[src/rtl/sensor_responder_if.sv]
// Serial sensor bus plus sample-feed handshake between an initiator/producer
// and the sensor_responder target.
interface sensor_responder_if;
    logic       ncs;
    logic       scl;
    logic       sda_out;
    logic       sda_oe;
    logic [7:0] sample_data;
    logic       sample_valid;
    logic       sample_ready;
    logic       frame_done;
    logic       frame_abort;
    logic       underrun;
    logic       busy;

    modport master (
        output ncs, scl, sample_data, sample_valid,
        input  sda_out, sda_oe, sample_ready, frame_done, frame_abort, underrun, busy
    );

    modport slave (
        input  ncs, scl, sample_data, sample_valid,
        output sda_out, sda_oe, sample_ready, frame_done, frame_abort, underrun, busy
    );
endinterface

[src/rtl/sensor_responder.sv]
// Serial sensor target: shifts one 16-bit frame per chip-select window, fed
// from a one-entry holding register that resends the last byte on underrun.
module sensor_responder #(
    parameter int SYNC_STAGES = 2,
    parameter int LEAD_ZEROS  = 3
) (
    input  logic               clk,
    input  logic               rst,
    sensor_responder_if.slave  bus
);

    typedef enum logic [1:0] {
        IDLE   = 2'd0,
        ACTIVE = 2'd1,
        DONE   = 2'd2
    } state_t;

    state_t                   state_q, state_d;
    logic [SYNC_STAGES-1:0]   ncs_sync_q;
    logic [SYNC_STAGES-1:0]   scl_sync_q;
    logic                     ncs_prev_q;
    logic                     scl_prev_q;
    logic [15:0]              shift_q, shift_d;
    logic [4:0]               cnt_q, cnt_d;
    logic [7:0]               hold_q, hold_d;
    logic                     hold_valid_q, hold_valid_d;
    logic [7:0]               last_q, last_d;
    logic                     sda_out_q, sda_oe_q, busy_q, ready_q;
    logic                     done_q, abort_q, underrun_q;

    logic                     ncs_fall_s, ncs_rise_s, scl_fall_s;
    logic                     accept_s, load_s;
    logic                     done_s, abort_s, underrun_s;
    logic [7:0]               load_byte_s;

    // Bit 0 of the frame goes out first: leading zeros, data MSB first, trailing zeros.
    function automatic logic [15:0] build_frame(input logic [7:0] b);
        logic [15:0] f;
        f = 16'h0000;
        for (int k = 0; k < 8; k++) begin
            f[LEAD_ZEROS + k] = b[7 - k];
        end
        return f;
    endfunction

    assign ncs_fall_s = ncs_prev_q & ~ncs_sync_q[SYNC_STAGES-1];
    assign ncs_rise_s = ~ncs_prev_q & ncs_sync_q[SYNC_STAGES-1];
    assign scl_fall_s = scl_prev_q & ~scl_sync_q[SYNC_STAGES-1];
    assign accept_s   = bus.sample_valid & ~hold_valid_q;

    // Next-state, frame shifting and holding-register bookkeeping.
    always_comb begin
        state_d      = state_q;
        shift_d      = shift_q;
        cnt_d        = cnt_q;
        hold_d       = hold_q;
        hold_valid_d = hold_valid_q;
        last_d       = last_q;
        load_s       = 1'b0;
        load_byte_s  = last_q;
        done_s       = 1'b0;
        abort_s      = 1'b0;
        underrun_s   = 1'b0;

        case (state_q)
            IDLE: begin
                if (ncs_fall_s) begin
                    state_d = ACTIVE;
                    load_s  = 1'b1;
                    cnt_d   = 5'd0;
                    if (hold_valid_q) begin
                        load_byte_s = hold_q;
                    end else begin
                        load_byte_s = last_q;
                        underrun_s  = 1'b1;
                    end
                    shift_d = build_frame(load_byte_s);
                    last_d  = load_byte_s;
                end else begin
                    state_d = IDLE;
                end
            end
            ACTIVE: begin
                if (ncs_rise_s) begin
                    state_d = IDLE;
                    abort_s = 1'b1;
                end else if (scl_fall_s) begin
                    shift_d = {1'b0, shift_q[15:1]};
                    cnt_d   = cnt_q + 5'd1;
                    if (cnt_q == 5'd15) begin
                        state_d = DONE;
                        done_s  = 1'b1;
                    end else begin
                        state_d = ACTIVE;
                    end
                end else begin
                    state_d = ACTIVE;
                end
            end
            DONE: begin
                if (ncs_rise_s) begin
                    state_d = IDLE;
                end else begin
                    state_d = DONE;
                end
            end
            default: begin
                state_d = IDLE;
            end
        endcase

        // A same-cycle accept wins: the load already used the old contents.
        if (accept_s) begin
            hold_d       = bus.sample_data;
            hold_valid_d = 1'b1;
        end else if (load_s) begin
            hold_valid_d = 1'b0;
        end else begin
            hold_valid_d = hold_valid_q;
        end
    end

    // State, synchronizers and registered outputs.
    always_ff @(posedge clk) begin
        if (rst) begin
            state_q      <= IDLE;
            ncs_sync_q   <= {SYNC_STAGES{1'b1}};
            scl_sync_q   <= {SYNC_STAGES{1'b0}};
            ncs_prev_q   <= 1'b1;
            scl_prev_q   <= 1'b0;
            shift_q      <= 16'h0000;
            cnt_q        <= 5'd0;
            hold_q       <= 8'h00;
            hold_valid_q <= 1'b0;
            last_q       <= 8'h00;
            sda_out_q    <= 1'b0;
            sda_oe_q     <= 1'b0;
            busy_q       <= 1'b0;
            ready_q      <= 1'b1;
            done_q       <= 1'b0;
            abort_q      <= 1'b0;
            underrun_q   <= 1'b0;
        end else begin
            state_q      <= state_d;
            ncs_sync_q   <= {ncs_sync_q[SYNC_STAGES-2:0], bus.ncs};
            scl_sync_q   <= {scl_sync_q[SYNC_STAGES-2:0], bus.scl};
            ncs_prev_q   <= ncs_sync_q[SYNC_STAGES-1];
            scl_prev_q   <= scl_sync_q[SYNC_STAGES-1];
            shift_q      <= shift_d;
            cnt_q        <= cnt_d;
            hold_q       <= hold_d;
            hold_valid_q <= hold_valid_d;
            last_q       <= last_d;
            sda_out_q    <= (state_d == ACTIVE) & shift_d[0];
            sda_oe_q     <= (state_d != IDLE);
            busy_q       <= (state_d != IDLE);
            ready_q      <= ~hold_valid_d;
            done_q       <= done_s;
            abort_q      <= abort_s;
            underrun_q   <= underrun_s;
        end
    end

    assign bus.sda_out      = sda_out_q;
    assign bus.sda_oe       = sda_oe_q;
    assign bus.busy         = busy_q;
    assign bus.sample_ready = ready_q;
    assign bus.frame_done   = done_q;
    assign bus.frame_abort  = abort_q;
    assign bus.underrun     = underrun_q;

endmodule

[src/flat_wrapper.sv]
// flat-port wrapper written by rule: the top's interface ports become plain ports
module sensor_responder_flat 
#(
    parameter int SYNC_STAGES = 2,
    parameter int LEAD_ZEROS  = 3
)
  (clk, rst, bus_ncs, bus_scl, bus_sample_data, bus_sample_valid, bus_sda_out, bus_sda_oe, bus_sample_ready, bus_frame_done, bus_frame_abort, bus_underrun, bus_busy);
  sensor_responder_if bus_i ();
  input  logic clk;
  input  logic rst;
  input wire logic [$bits(bus_i.ncs)-1:0] bus_ncs;
  input wire logic [$bits(bus_i.scl)-1:0] bus_scl;
  input wire logic [$bits(bus_i.sample_data)-1:0] bus_sample_data;
  input wire logic [$bits(bus_i.sample_valid)-1:0] bus_sample_valid;
  output wire logic [$bits(bus_i.sda_out)-1:0] bus_sda_out;
  output wire logic [$bits(bus_i.sda_oe)-1:0] bus_sda_oe;
  output wire logic [$bits(bus_i.sample_ready)-1:0] bus_sample_ready;
  output wire logic [$bits(bus_i.frame_done)-1:0] bus_frame_done;
  output wire logic [$bits(bus_i.frame_abort)-1:0] bus_frame_abort;
  output wire logic [$bits(bus_i.underrun)-1:0] bus_underrun;
  output wire logic [$bits(bus_i.busy)-1:0] bus_busy;
  assign bus_i.ncs = bus_ncs;
  assign bus_i.scl = bus_scl;
  assign bus_i.sample_data = bus_sample_data;
  assign bus_i.sample_valid = bus_sample_valid;
  assign bus_sda_out = bus_i.sda_out;
  assign bus_sda_oe = bus_i.sda_oe;
  assign bus_sample_ready = bus_i.sample_ready;
  assign bus_frame_done = bus_i.frame_done;
  assign bus_frame_abort = bus_i.frame_abort;
  assign bus_underrun = bus_i.underrun;
  assign bus_busy = bus_i.busy;
  sensor_responder #(.SYNC_STAGES(SYNC_STAGES), .LEAD_ZEROS(LEAD_ZEROS)) u_core (.clk(clk), .rst(rst), .bus(bus_i));
endmodule
[config.mk]
export PLATFORM = sky130hd
export DESIGN_NAME = sensor_responder_flat
export DESIGN_NICKNAME = d
export VERILOG_FILES = /design/src/rtl/sensor_responder_if.sv /design/src/rtl/sensor_responder.sv /design/src/flat_wrapper.sv
export SDC_FILE = /design/constraint.sdc
export NUM_CORES = 1
export LEC_CHECK = 0
export CAP_MARGIN = 20
export CORE_MARGIN = 1.5
export CORE_UTILIZATION = 30
export DETAILED_ROUTE_END_ITERATION = 16
export PLACE_DENSITY = 0.49
export RECOVER_POWER = 25
export REMOVE_ABC_BUFFERS = 1
export SYNTH_ARGS = -nofsm -noshare
export SYNTH_HDL_FRONTEND = slang
export SYNTH_SLANG_ARGS = --single-unit
[constraint.sdc]
create_clock -name clk -period 1.8 [get_ports clk]
set_input_delay 0.54 -clock clk [delete_from_list [all_inputs] [get_ports clk]]
set_output_delay 0.54 -clock clk [all_outputs]
set_load 0.05 [all_outputs]
======== After elaboration in Yosys (flattened, before gate mapping) ========
Index checks and enable logic that the tools add are counted.
storage, ports and cells
  word-level logic and storage cells ...... 69
  register bits ........................... 52
  output and inout port bits .............. 7
  bits of input ports ..................... 13
cells by class
  mux-type cells .......................... 22
  equal/unequal tests ..................... 7
  bitwise operators ....................... 14
  reduce and logical (&&, ||, !) cells .... 8
  add/subtract/negate cells ............... 1
operator list
  cell                 number
  $mux 16              3
  $pmux 16 s2          1
  $mux 5               3
  $pmux 5 s2           1
  $not 1->1            9
  $mux 1               8
  $mux 2               4
  $mux 8               1
  $pmux 2 s3           1
  $add 5x1->5 const B  1
  $and 1x1->1          5
  $eq 5x4->1 const B   1
  $eq 2x1->1 const B   2
  $ne 2x1->1 const B   2
  $reduce_and 4->1     1
  $reduce_bool 2->1    2
  $reduce_or 4->1      1
  $reduce_or 3->1      1
  $eq 2x2->1 const B   1
  $logic_not 2->1      1
  $ne 2x2->1 const B   1
  $reduce_and 2->1     1
  $reduce_or 2->1      1

======== Logic depth before layout (Yosys ltp) ========
  depth in word-level cells ............... 7
  mapped depth ............................ 6

======== Least setup slack after synthesis ========
No wires, ideal clock.
  kind .................................... register to register
  start ................................... register u_core.cnt_q[0]
  end ..................................... register u_core.cnt_q[4]
  data arrival time ....................... 1.542 ns
  required time ........................... 1.730 ns
  buffers on the path ..................... 0
  slack ................................... 0.188 ns
  stages on the path, launching flop included .. 6
  library setup time ...................... 0.070 ns
  path through ............................ dfxtp_1 > ha_1 > and3_1 > ha_1 > or4_1 > a21oi_1
on the way
  cells in the longest elaborated chain, start to end .. 4
ends and longest elaborated chain
  item                    line                     RTL
  from (decl)             sensor_responder.sv:24   logic [4:0] cnt_q, cnt_d;
  from (signal assigned)  sensor_responder.sv:150  cnt_q <= cnt_d;
  $add 5x1->5             sensor_responder.sv:89   cnt_d = cnt_q + 5'd1;
  $mux 5                  sensor_responder.sv:87   end else if (scl_fall_s) begin
  $mux 5                  sensor_responder.sv:84   if (ncs_rise_s) begin
  $pmux 5 s2              sensor_responder.sv:65   case (state_q)
Every way passes these cells. The select of a mux whose other input is x is not followed.
A chain may end at the register's enable or synchronous reset.

======== Final worst setup path ========
Same ends and word-level chain as after synthesis.

==> results.md <==
* Antenna violations before repair at 0
* Post-synthesis mux area share at 0.0899
* Area fraction in and, or, nand and nor cells after synthesis at 0.191
* Sum of net half-perimeters after detailed placement at 2940 µm
* Post-CTS Hold Fix Bufs at 0
* Internal reg-to-reg setup slack at 80 ps
* Setup Total Neg Slack at 0 ps
* Outcome: finished, final reports clean
* Maximum buffer depth of the clock tree at 2
* Unrepaired setup endpoints after global routing: false
* Rel. slew slack at 0.589
* Number of global-route vias before repair at 1535
* Fraction of power consumed by combinational cells at 0.084
* Max Transition Viols Final at 0
* Initial core utilization at 0.311
* Compound-Gate Fraction of Synth Area at 0.159
* H-tree levels at 2
* Synthesized instance count at 224
* FF-to-FF path depth at 5
* Maximum operating frequency at 0.582 GHz
* Final setup viols at 0
* Critical Path End Type: flop
* Worst path arrival time at 1950 ps
* Number of different library cells in the post-synthesis netlist at 32
* Mapped Area at 2110 µm²
* Clock tree from TritonCTS: built
* Worst EP required at 2040 ps
* Leading cell types in the layout, fill and taps excluded: dfxtp_1, a21oi_1, nand4_1, o311ai_1, nand2_1
* Via density per instance at 5.08
* Setup slack after placement at 61.1 ps
* Overall power after layout at 2.21 mW
* Net switching power of the design at 518 µW
* Final core occ at 0.367
* Worst-path maximum fanout at 4
* Final nets at 254
* Area of the core at 6790 µm²
* Post-cts resize count at 0
* Internal at 1.69 mW
* Die Y at 87.0 µm
* Final Hold Vio Count at 0
* Main synth FF type: dfxtp_1
* Clock latency reported for the late side of the worst-skew pair at 300 ps
* Crit Path Class: reg2reg
* Clock root buffer: clkbuf_8
* Fraction of the yosys area taken by sequential cells at 0.483
* Clock-pin slew on the worst setup and hold paths at 100 ps
* Synth Area in XOR/XNOR at 0
* Relative contribution of the clock network to total power at 0.384
* Worst-case vdd ir drop at 0.400 mV
* Boundary pin count at 20
* Share of power burned in registers at 0.532
* Average cell area after synthesis at 9.44 µm²
* Routed via count at 1706
* Startpoint type of the worst setup path: flop
* Largest family of logic cells by synthesized area: simple AND/OR/NAND/NOR gates
* Number of placement rows at 30
* Final global-route overflow total at 0
* Time the worst path needs with I/O delays and setup at 1720 ps
* Leading cell type in the layout, fill and taps excluded: dfxtp_1
* Final clock skew at 10.3 ps
* Clock buffers created by TritonCTS at 5
* Clock sinks at 51
* First-pass GRT wire length at 7560 µm
* Share of flip-flops with an asynchronous set or reset at 0
* Worst hold path stage count at 1
* Global routing usage summed across all routing layers at 0.126
* Path type of the worst min-delay path: reg2reg
* Period utilization at 0.954
* Detailed router's first-iteration violation count at 121
* Die Width at 87.0 µm
* Area growth from synthesis to final layout at 18.0%
* Reported max-cap violation count at 0
* Maximum number of pins on one net before global-route repair at 28
* Proportion of layout cells with a drive suffix above 1 at 0.150
* Setup Fix Bufs, Post-CTS at 0
* Net switching share of the total power at 0.235
* Drt wl/cell at 13.9 µm
* Number of register bits inferred by synthesis at 51
* Worst Tran Pin Value at 616 ps
* Wire length after detailed routing at 4670 µm
* Smallest setup slack after layout at 82.1 ps
* Power density cells at 885 nW/µm²
* Residual DRC count at 0
* Total Die Area at 7560 µm²
* Remaining antenna violation count after routing at 0
* Leakage component of the power at 0.864 nW
* Count of buffers inserted at the top-level ports at 19
* Global placer's final weighted congestion at 0.701
* Number of flops mapped to enable cells by yosys at 0
* Adder and majority cell fraction of the synthesized area at 0.0118
* DRT Pass-1 Iters at 4
* Post-route cell area at 2490 µm²
* Placed standard-cell area at 2400 µm²
* Count of inserted antenna diode cells at 0
* Synth warnings at 0
[power by group through the flow]
| stage | combinational [mW] | clock (mW) | sequential, mW |
|---|---|---|---|
| 2_1_floorplan | 0.0786 | 0 | 1.21 |
| 3_3_place_gp | 0.192 | 0 | 1.20 |
| 3_5_place_dp | 0.192 | 0 | 1.20 |
| 4_1_cts | 0.192 | 0.876 | 1.17 |
| 5_1_grt | 0.203 | 0.912 | 1.18 |
| 6_report | 0.186 | 0.847 | 1.17 |
[synthesized netlist by cell type (all sizes together) (3+ instances only)]
cell type,n,area share
nand3,5,0.012
a21oi,17,0.040
nor2b,8,0.024
nand4,16,0.047
nand2b,3,0.0089
clkbuf,11,0.020
a31oi,10,0.030
mux2i,10,0.047
nor3,3,0.0071
inv,4,0.0071
or2,3,0.0089
nor2,11,0.020
dfxtp,51,0.48
buf,14,0.039
nand2,15,0.027
mux2,8,0.043
o311ai,17,0.070
[flip-flops by register name (all words and copies together), names as in the netlist, 2 cells and up]
register,count
u_core.state_q,2
u_core.cnt_q,5
u_core.last_q,8
u_core.ncs_sync_q,2
u_core.shift_q,15
u_core.hold_q,8
u_core.scl_sync_q,2
[per-layer routing]
layer	GRT usage	share of wire	routed length [µm]	up-vias
met2	0.202	0.45	2090	28
met4	0.0308	0.0086	40	0
met1	0.169	0.51	2370	820
met3	0.0303	0.036	170	5
met5	0	0	0	-
li1	-	-	-	853
[layout make-up]
type | count | area, µm²
clock buffer | 6 | 82.6
tap | 96 | 120
timing repair buffer | 33 | 263
multi-input combinational | 144 | 955
inverter | 4 | 15.0
fill | 703 | 4300
sequential | 51 | 1020
clock inverter | 2 | 38.8
[stage by stage]
step	hold slack [ps]	std cells
after floorplan	389	199
after global placement	394	328
after detailed placement	397	328
after CTS	420	336
after global routing	458	336
final	416	336
[worst max-delay path: stages, from the launching register on]
cell and delay, ps:
dfxtp_1 350, ha_1 220, and3_1 180, ha_1 250, or4_1 520, a21oi_1 130
[cell families after synthesis]
kind of cell | count (synthesis)
DFF | 51
buffers and inverters | 29
AOI/OAI and AO/OA | 50
and+or+nand+nor | 74
adders and majority gates | 2
muxes | 18
[final timing paths]
| check | to | from |
|---|---|---|
| max | u_core.cnt_q[4] | u_core.cnt_q[0] |
| min | u_core.ncs_sync_q[1] | u_core.ncs_sync_q[0] |
| max reg2reg | u_core.cnt_q[4] | u_core.cnt_q[0] |
| min reg2reg | u_core.ncs_sync_q[1] | u_core.ncs_sync_q[0] |
Note: power is estimated with default switching activity, not from simulation.
